**config.mk**
```make
export PLATFORM = sky130hd
export DESIGN_NAME = pe_accumulator_flat
export DESIGN_NICKNAME = d
export VERILOG_FILES = /design/src/rtl/pe_accumulator_if.sv /design/src/rtl/pe_accumulator.sv /design/src/flat_wrapper.sv
export SDC_FILE = /design/constraint.sdc
export NUM_CORES = 2
export LEC_CHECK = 0
export BUFFER_PORTS_ARGS = -buffer_cell sky130_fd_sc_hd__buf_4
export CELL_PAD_IN_SITES_DETAIL_PLACEMENT = 1
export CELL_PAD_IN_SITES_GLOBAL_PLACEMENT = 1
export CORE_AREA = 5 5 404 406
export CTS_CLUSTER_DIAMETER = 60
export DETAILED_ROUTE_END_ITERATION = 12
export DIE_AREA = 0 0 409 411
export PLACE_DENSITY_LB_ADDON = 0.1
export SYNTH_ARGS = -nofsm -noshare
export SYNTH_HDL_FRONTEND = slang
export SYNTH_SLANG_ARGS = --single-unit
```
**constraint.sdc**
```tcl
create_clock -name clk -period 21.5 [get_ports clk]
set_input_delay 4.3 -clock clk [delete_from_list [all_inputs] [get_ports clk]]
set_output_delay 4.3 -clock clk [all_outputs]
set_load 0.02 [all_outputs]
```
**src/rtl/pe_accumulator_if.sv**
```systemverilog
// Handshake and data bundle between the PE multiplier array, the accumulator
// and the output feature-map writer. The slave modport is the accumulator side.
interface pe_accumulator_if #(
  parameter int PROD_W = 25,
  parameter int ACC_W  = 32,
  parameter int NUM_K  = 4,
  parameter int TAPS   = 9
);
  logic                          in_valid;
  logic                          in_last;
  logic                          in_ready;
  logic [NUM_K*TAPS*PROD_W-1:0]  prod_in;
  logic                          out_valid;
  logic                          out_ready;
  logic [NUM_K*ACC_W-1:0]        out_data;
  logic [NUM_K-1:0]              out_sat;
  logic [15:0]                   beat_cnt;

  modport master (
    output in_valid, in_last, prod_in, out_ready,
    input  in_ready, out_valid, out_data, out_sat, beat_cnt
  );

  modport slave (
    input  in_valid, in_last, prod_in, out_ready,
    output in_ready, out_valid, out_data, out_sat, beat_cnt
  );
endinterface

```
**src/rtl/pe_accumulator.sv**
```systemverilog
// Reduces each kernel's taps per beat, accumulates across input-channel beats
// with saturation, and hands one result word per kernel to the writer.
// Two pipeline stages (tap sum, accumulate) share a single advance condition
// so a stalled output freezes the whole pipe without dropping beats.
module pe_accumulator #(
  parameter int PROD_W  = 25,
  parameter int ACC_W   = 32,
  parameter int NUM_K   = 4,
  parameter int TAPS    = 9,
  parameter bit RELU_EN = 1'b1
) (
  input logic             clk,
  input logic             rst,
  pe_accumulator_if.slave bus
);

  localparam logic signed [ACC_W-1:0] ACC_MAX = {1'b0, {(ACC_W-1){1'b1}}};
  localparam logic signed [ACC_W-1:0] ACC_MIN = {1'b1, {(ACC_W-1){1'b0}}};

  logic                    adv;
  logic signed [ACC_W-1:0] tap_sum [NUM_K];
  logic signed [ACC_W-1:0] s1_sum  [NUM_K];
  logic                    s1_valid;
  logic                    s1_last;
  logic signed [ACC_W-1:0] acc     [NUM_K];
  logic signed [ACC_W-1:0] nxt     [NUM_K];
  logic [NUM_K-1:0]        ovf;
  logic [NUM_K-1:0]        sat;
  logic                    first;
  logic [15:0]             beat_cnt_r;
  logic                    out_valid_r;
  logic [NUM_K*ACC_W-1:0]  out_data_r;
  logic [NUM_K-1:0]        out_sat_r;

  // The pipe moves unless a result is waiting on a downstream that is not ready.
  assign adv           = !(out_valid_r && !bus.out_ready);
  assign bus.in_ready  = adv;
  assign bus.out_valid = out_valid_r;
  assign bus.out_data  = out_data_r;
  assign bus.out_sat   = out_sat_r;
  assign bus.beat_cnt  = beat_cnt_r;

  // Sign-extend every tap of a kernel and reduce them to one beat sum.
  always_comb begin
    logic [PROD_W-1:0] p;
    p = '0;
    for (int k = 0; k < NUM_K; k++) begin
      tap_sum[k] = '0;
      for (int t = 0; t < TAPS; t++) begin
        p = bus.prod_in[(k*TAPS+t)*PROD_W +: PROD_W];
        tap_sum[k] = tap_sum[k] + {{(ACC_W-PROD_W){p[PROD_W-1]}}, p};
      end
    end
  end

  // One extra bit catches overflow of the running sum; clamp to the rail it crossed.
  always_comb begin
    logic signed [ACC_W-1:0] base;
    logic [ACC_W:0]          wide;
    base = '0;
    wide = '0;
    for (int k = 0; k < NUM_K; k++) begin
      base   = first ? '0 : acc[k];
      wide   = {base[ACC_W-1], base} + {s1_sum[k][ACC_W-1], s1_sum[k]};
      ovf[k] = wide[ACC_W] ^ wide[ACC_W-1];
      if (!ovf[k])
        nxt[k] = wide[ACC_W-1:0];
      else if (wide[ACC_W])
        nxt[k] = ACC_MIN;
      else
        nxt[k] = ACC_MAX;
    end
  end

  // Stage 1 register: capture the beat's kernel sums and its last flag.
  always_ff @(posedge clk or posedge rst) begin
    if (rst) begin
      s1_valid <= 1'b0;
      s1_last  <= 1'b0;
      for (int k = 0; k < NUM_K; k++) s1_sum[k] <= '0;
    end else if (adv) begin
      s1_valid <= bus.in_valid;
      s1_last  <= bus.in_last;
      if (bus.in_valid)
        for (int k = 0; k < NUM_K; k++) s1_sum[k] <= tap_sum[k];
    end
  end

  // Stage 2: accumulate mid-group beats, or close the group and publish the result.
  always_ff @(posedge clk or posedge rst) begin
    if (rst) begin
      for (int k = 0; k < NUM_K; k++) acc[k] <= '0;
      sat         <= '0;
      first       <= 1'b1;
      beat_cnt_r  <= '0;
      out_valid_r <= 1'b0;
      out_data_r  <= '0;
      out_sat_r   <= '0;
    end else if (adv) begin
      out_valid_r <= 1'b0;
      if (s1_valid) begin
        if (!s1_last) begin
          for (int k = 0; k < NUM_K; k++) acc[k] <= nxt[k];
          sat   <= sat | ovf;
          first <= 1'b0;
          if (beat_cnt_r != 16'hFFFF) beat_cnt_r <= beat_cnt_r + 16'd1;
        end else begin
          for (int k = 0; k < NUM_K; k++) begin
            out_data_r[k*ACC_W +: ACC_W] <= (RELU_EN && nxt[k][ACC_W-1]) ? '0 : nxt[k];
            acc[k] <= '0;
          end
          out_sat_r   <= sat | ovf;
          out_valid_r <= 1'b1;
          sat         <= '0;
          first       <= 1'b1;
          beat_cnt_r  <= '0;
        end
      end
    end
  end

endmodule

```
**src/flat_wrapper.sv**
```systemverilog
// flat-port wrapper written by rule: the top's interface ports become plain ports
module pe_accumulator_flat 
#(
  parameter int PROD_W  = 25,
  parameter int ACC_W   = 32,
  parameter int NUM_K   = 4,
  parameter int TAPS    = 9,
  parameter bit RELU_EN = 1'b1
)
  (clk, rst, bus_in_valid, bus_in_last, bus_prod_in, bus_out_ready, bus_in_ready, bus_out_valid, bus_out_data, bus_out_sat, bus_beat_cnt);
  pe_accumulator_if #(.PROD_W(PROD_W), .ACC_W(ACC_W), .NUM_K(NUM_K), .TAPS(TAPS)) bus_i ();
  input logic clk;
  input logic rst;
  input wire logic [$bits(bus_i.in_valid)-1:0] bus_in_valid;
  input wire logic [$bits(bus_i.in_last)-1:0] bus_in_last;
  input wire logic [$bits(bus_i.prod_in)-1:0] bus_prod_in;
  input wire logic [$bits(bus_i.out_ready)-1:0] bus_out_ready;
  output wire logic [$bits(bus_i.in_ready)-1:0] bus_in_ready;
  output wire logic [$bits(bus_i.out_valid)-1:0] bus_out_valid;
  output wire logic [$bits(bus_i.out_data)-1:0] bus_out_data;
  output wire logic [$bits(bus_i.out_sat)-1:0] bus_out_sat;
  output wire logic [$bits(bus_i.beat_cnt)-1:0] bus_beat_cnt;
  assign bus_i.in_valid = bus_in_valid;
  assign bus_i.in_last = bus_in_last;
  assign bus_i.prod_in = bus_prod_in;
  assign bus_i.out_ready = bus_out_ready;
  assign bus_in_ready = bus_i.in_ready;
  assign bus_out_valid = bus_i.out_valid;
  assign bus_out_data = bus_i.out_data;
  assign bus_out_sat = bus_i.out_sat;
  assign bus_beat_cnt = bus_i.beat_cnt;
  pe_accumulator #(.PROD_W(PROD_W), .ACC_W(ACC_W), .NUM_K(NUM_K), .TAPS(TAPS), .RELU_EN(RELU_EN)) u_core (.clk(clk), .rst(rst), .bus(bus_i));
endmodule
```
=== Word-level counts from Yosys, hierarchy flattened ===
Cells that the tools add are included.

* Flip-flop bits (word level): 412
* Input port bits: 905

* Bitwise logic cells: 6
* Reduce and logical (&&, ||, !) cells: 8
* $add $sub $neg: 37
* Eq/ne operators: 1
* Multiplexer cells: 22

{| class="wikitable"
|+ Operators by type and width
! cell !! number
|-
| adder 32 bit || 28
|-
| 2-to-1 mux 32 bit || 12
|-
| adder 32 x 32 -> 33 bit || 4
|-
| 2-to-1 mux 128 bit || 1
|-
| 2-to-1 mux 31 bit || 4
|-
| adder 25 x 25 -> 26 bit || 4
|-
| 2-to-1 mux 16 bit || 2
|-
| adder 16 x 1 -> 16 bit (second input constant) || 1
|-
| inequality test 16 bit (second input constant) || 1
|-
| AND reduction 3 bit || 2
|-
| 2-to-1 mux 4 bit || 1
|-
| bitwise OR 4 bit || 1
|-
| AND reduction 2 bit || 2
|-
| XOR 1 bit || 4
|-
| zero test 1 bit || 2
|-
| 2-to-1 mux 1 bit || 2
|-
| nonzero test 2 bit || 1
|-
| logical AND 1 bit || 1
|-
| NOT 1 bit || 1
|}

=== Logic depth before layout (Yosys ltp) ===
* Depth in word-level cells: 8
* Gate-level depth with buffers: 26
* Gate-level depth less buffers: 26

=== Least setup slack after synthesis ===
OpenSTA, ideal clock, no wires.

* Kind: in2reg
* Start: input port bus_prod_in[459]
* End: register u_core.s1_sum[60] (netlist bit)
* Path slack: 11.725 ns
* Data arrival time: 9.642 ns
* Library setup time: 0.133 ns
* Stages on the path: 24
* Path through: ha_1 -> a21o_1 -> a221oi_1 -> o21ai_0 -> a21oi_1 -> a21bo_2 -> a21oi_1 -> o41ai_1 -> xnor2_1 -> fa_1 -> inv_1 -> fa_1 -> fa_1 -> inv_1 -> ha_1 -> a21o_1 -> a21o_1 -> a2111oi_0 -> nor3b_1 -> o21ai_0 -> nand2b_1 -> a31oi_1 -> xor2_1 -> o21ai_0

* Word-level cells in the longest chain between the ends: 8

{| class="wikitable"
|+ RTL lines
! what !! line !! RTL
|-
| start: declaration || flat_wrapper.sv:16 || <nowiki>input wire logic [$bits(bus_i.prod_in)-1:0] bus_prod_in;</nowiki>
|-
| adder 25 x 25 -> 26 bit || pe_accumulator.sv:51 || <nowiki>tap_sum[k] = tap_sum[k] + {{(ACC_W-PROD_W){p[PROD_W-1]}}, p};</nowiki>
|-
| adder 32 bit (7 in series) || pe_accumulator.sv:51 ||
|-
| end: declaration || pe_accumulator.sv:22 || <nowiki>logic signed [ACC_W-1:0] s1_sum [NUM_K];</nowiki>
|}

Every way passes these cells.
A chain may end at the register's enable or synchronous reset.

=== Worst setup path in the final report ===
Ends and elaborated chain as after synthesis.

==> impl_metrics.toml <==
[outcome]
status = "complete, no violations"

[worst_hold_path]
min_from = "u_core.acc[17]"
hold_end = "u_core.acc[17]"
hold_path_class = "register to register"
min_path_cells = 2

[route]
routed_wl_um = 170000
vias = 40242
detail-route-antenna-nets = 0
wl_per_cell_um = 20.2
first_pass_iters = 7
remaining_drc_errors = 0
drt_iter0_drc = 1505
viasPerCell = 4.79

[cts]
root_buffer = "clkbuf_16"
postCtsSetupBuffers = 0
clkSinkCount = 408
cts_htree_levels = 2
ctsResizeCount = 0
insertion_delay_ns = 0.65
cts_made_buffers = 58
clockBufferDepth = 3
clkTransAtPathRegs_ns = 0.06
cts_tree = "yes"
cts_hold_buf = 0

[critical_path]
cp_max_fo = 5
required_ns = 21.98
start_kind = "primary input"
r2r_cells = 13
reg2reg_from = "u_core.first"
reg2reg_slack_ns = 16.17
critPathCaptureType = "register"
crit_type = "primary input to register"
arrival_ns = 10.99
reg2reg_to = "u_core.bus.out_data[55]"

[global_route]
grt.busiest_layer = "met2"
use_met1 = 0.254
grt_usage = 0.198
use_met2 = 0.354
grt_pass1_wl_um = 262000
antenna_found_initial = 3
overflow = 0
grt_max_degree = 151
grt_pass1_vias = 44855
grt_util_met3 = 0.0341

[logic_synthesis]
netlist_area_um2 = 47800
synth_area_per_cell_um2 = 9.07
synth-edff-count = 0
async_flop_share = 1.00
synth_cell_types = 96
yosysSeqAreaShare = 0.214
synth_cells = 5266
synth_ff_type = "dfrtp_1"
synth_warnings = 0
synth-seq-cells = 408

[floorplanning]
dieArea_um2 = 168000
top_level_ports = 1055
core_area_um2 = 159000
fp.dieH_um = 411
initial_core_util = 0.299
die_x_um = 409
rows = 147

[timing]
timing.setup.tns_ns = 0
min_period_over_period = 0.489
hold_viol_final = 0
relSlewSlack = 0.205
finalSetupViolCount = 0
slew_viol_final = 0
clock_skew_ns = 0.0261
worst_slew_pin_slew_ns = 1.19
timing.hold.ws_ns = 0.468
rsz0062_at_grt = "no"
period_needed_ns = 10.51
clock.fmax_ghz = 0.0951

[final_layout]
final_cell_mix = "1065 x buf_4, 823 x inv_1, 624 x fa_1"
drive_gt1_frac = 0.198
finalNonFillerCells = 8393
final_common_cell = "buf_4"
multi_input_area_um2 = 33900
layout.nets = 8135
utilization = 0.376
fill_cells = 18651
syn_to_final_growth_pct = 25.6
seq_area_um2 = 10200

[flow_run]
max-cap-violations = 0

[power]
powerDensity_nw_per_um2 = 166
vdd_drop_max_mv = 0.0805
power_w = 0.00999
leakagePower_nw = 30.2

[place]
dp_hpwl_um = 144000
port_buffers = 1050
gp_congestion = 0.858
dp.cells = 8283
## metal layers
layer | wire length (um) | vias up
li1 | - | 19410
met1 | 74500 | 20100
met2 | 85300 | 609
met3 | 7110 | 123
met4 | 2760 | 0
met5 | 0 | -
## stage by stage
stage	setup slack [ns]	area [um2]
detailed placement	10.25	57900
CTS	10.91	60000
finish	10.99	60000
global placement	10.36	57900
floorplan	5.85	47800
global route	10.63	60000
## final cells by class
| class | instances | share of cell area |
|---|---|---|
| clock inverter | 32 | 0.00828 |
| clock buffer | 74 | 0.0269 |
| tap | 2086 | 0.0435 |
| sequential | 408 | 0.170 |
| antenna | 4 | 0.000167 |
| multi-input combinational | 3899 | 0.566 |
| timing repair buffer | 1066 | 0.134 |
| inverter | 824 | 0.0517 |
## synthesized netlist by cell type, types with 36 or more instances
cell type,number,area share
a211oi_1,47,0.0074
a21o_1,148,0.023
a21oi_1,274,0.029
a31oi_1,37,0.0048
and3_1,36,0.0047
clkbuf_1,110,0.0086
dfrtp_1,407,0.21
fa_1,624,0.26
ha_1,349,0.091
inv_1,824,0.065
nand2_1,532,0.042
nand2b_1,39,0.0051
nand3_1,90,0.0094
nor2_1,256,0.020
nor2b_1,153,0.020
nor3_1,78,0.0082
o21a_1,53,0.0083
o21ai_0,453,0.047
o21bai_1,44,0.0069
xnor2_1,167,0.031
xor2_1,105,0.019
## registers in the layout (all words and copies together), names as in the netlist
register and count:
u_core.acc 128, u_core.bus.beat_cnt 16, u_core.bus.out_data 124, u_core.bus.out_sat 4
u_core.bus.out_valid 1, u_core.first 1, u_core.s1_last 1, u_core.s1_sum 128
u_core.s1_valid 1, u_core.sat 4
## where the power goes
group	internal, W	leakage [nW]	total, W	switching, W
sequential	0.00112	5.21	0.00135	0.000236
clock	0.000654	1.02	0.00105	0.000400
combinational	0.00312	24.0	0.00758	0.00446
total	0.00489	30.2	0.00999	0.00510
## how the worst max path moves through the flow
| stage | start | endpoint | slack, ns | cells after the start |
|---|---|---|---|---|
| 6_report | bus_prod_in[459] | u_core.s1_sum[60] | 10.99 | 25 |
| 2_1_floorplan | rst | u_core.acc[0] | 5.85 | 1 |
| 3_5_place_dp | bus_prod_in[226] | u_core.s1_sum[92] | 10.25 | 24 |
| 3_3_place_gp | bus_prod_in[226] | u_core.s1_sum[92] | 10.36 | 24 |
| 4_1_cts | bus_prod_in[226] | u_core.s1_sum[92] | 10.91 | 24 |
| 5_1_grt | bus_prod_in[1] | u_core.s1_sum[124] | 10.63 | 23 |
## cell families (layout without fill, tap and decap cells)
group                      count (synthesis)  in the layout  share of synthesized area
DFF                                      408            408                      0.214
buffers and inverters                    962           1996                     0.0769
xor gates and xnor gates                 272            272                     0.0499
adders and majority gates                973            973                      0.353
muxes                                     10             10                    0.00228
other                                      1              8                  0.0000785
AOI/OAI and AO/OA                       1298           1298                      0.172
and+or+nand+nor                         1342           1342                      0.132
## worst max-delay path, cell delays in order
cell,delay (ns)
buf_4,0.12
ha_1,0.37
a21o_1,0.20
a221oi_1,0.63
o21ai_0,0.24
a21oi_1,0.20
a21bo_2,0.20
a21oi_1,0.13
o41ai_1,0.79
xnor2_1,0.19
fa_1,0.54
inv_1,0.06
fa_1,0.48
fa_1,0.49
inv_1,0.05
ha_1,0.34
a21o_1,0.20
a21o_1,0.19
a2111oi_0,0.52
nor3b_1,0.10
o21ai_0,0.17
nand2b_1,0.07
a31oi_1,0.17
xor2_1,0.15
o21ai_0,0.08
(Power assumes the default switching activity.)
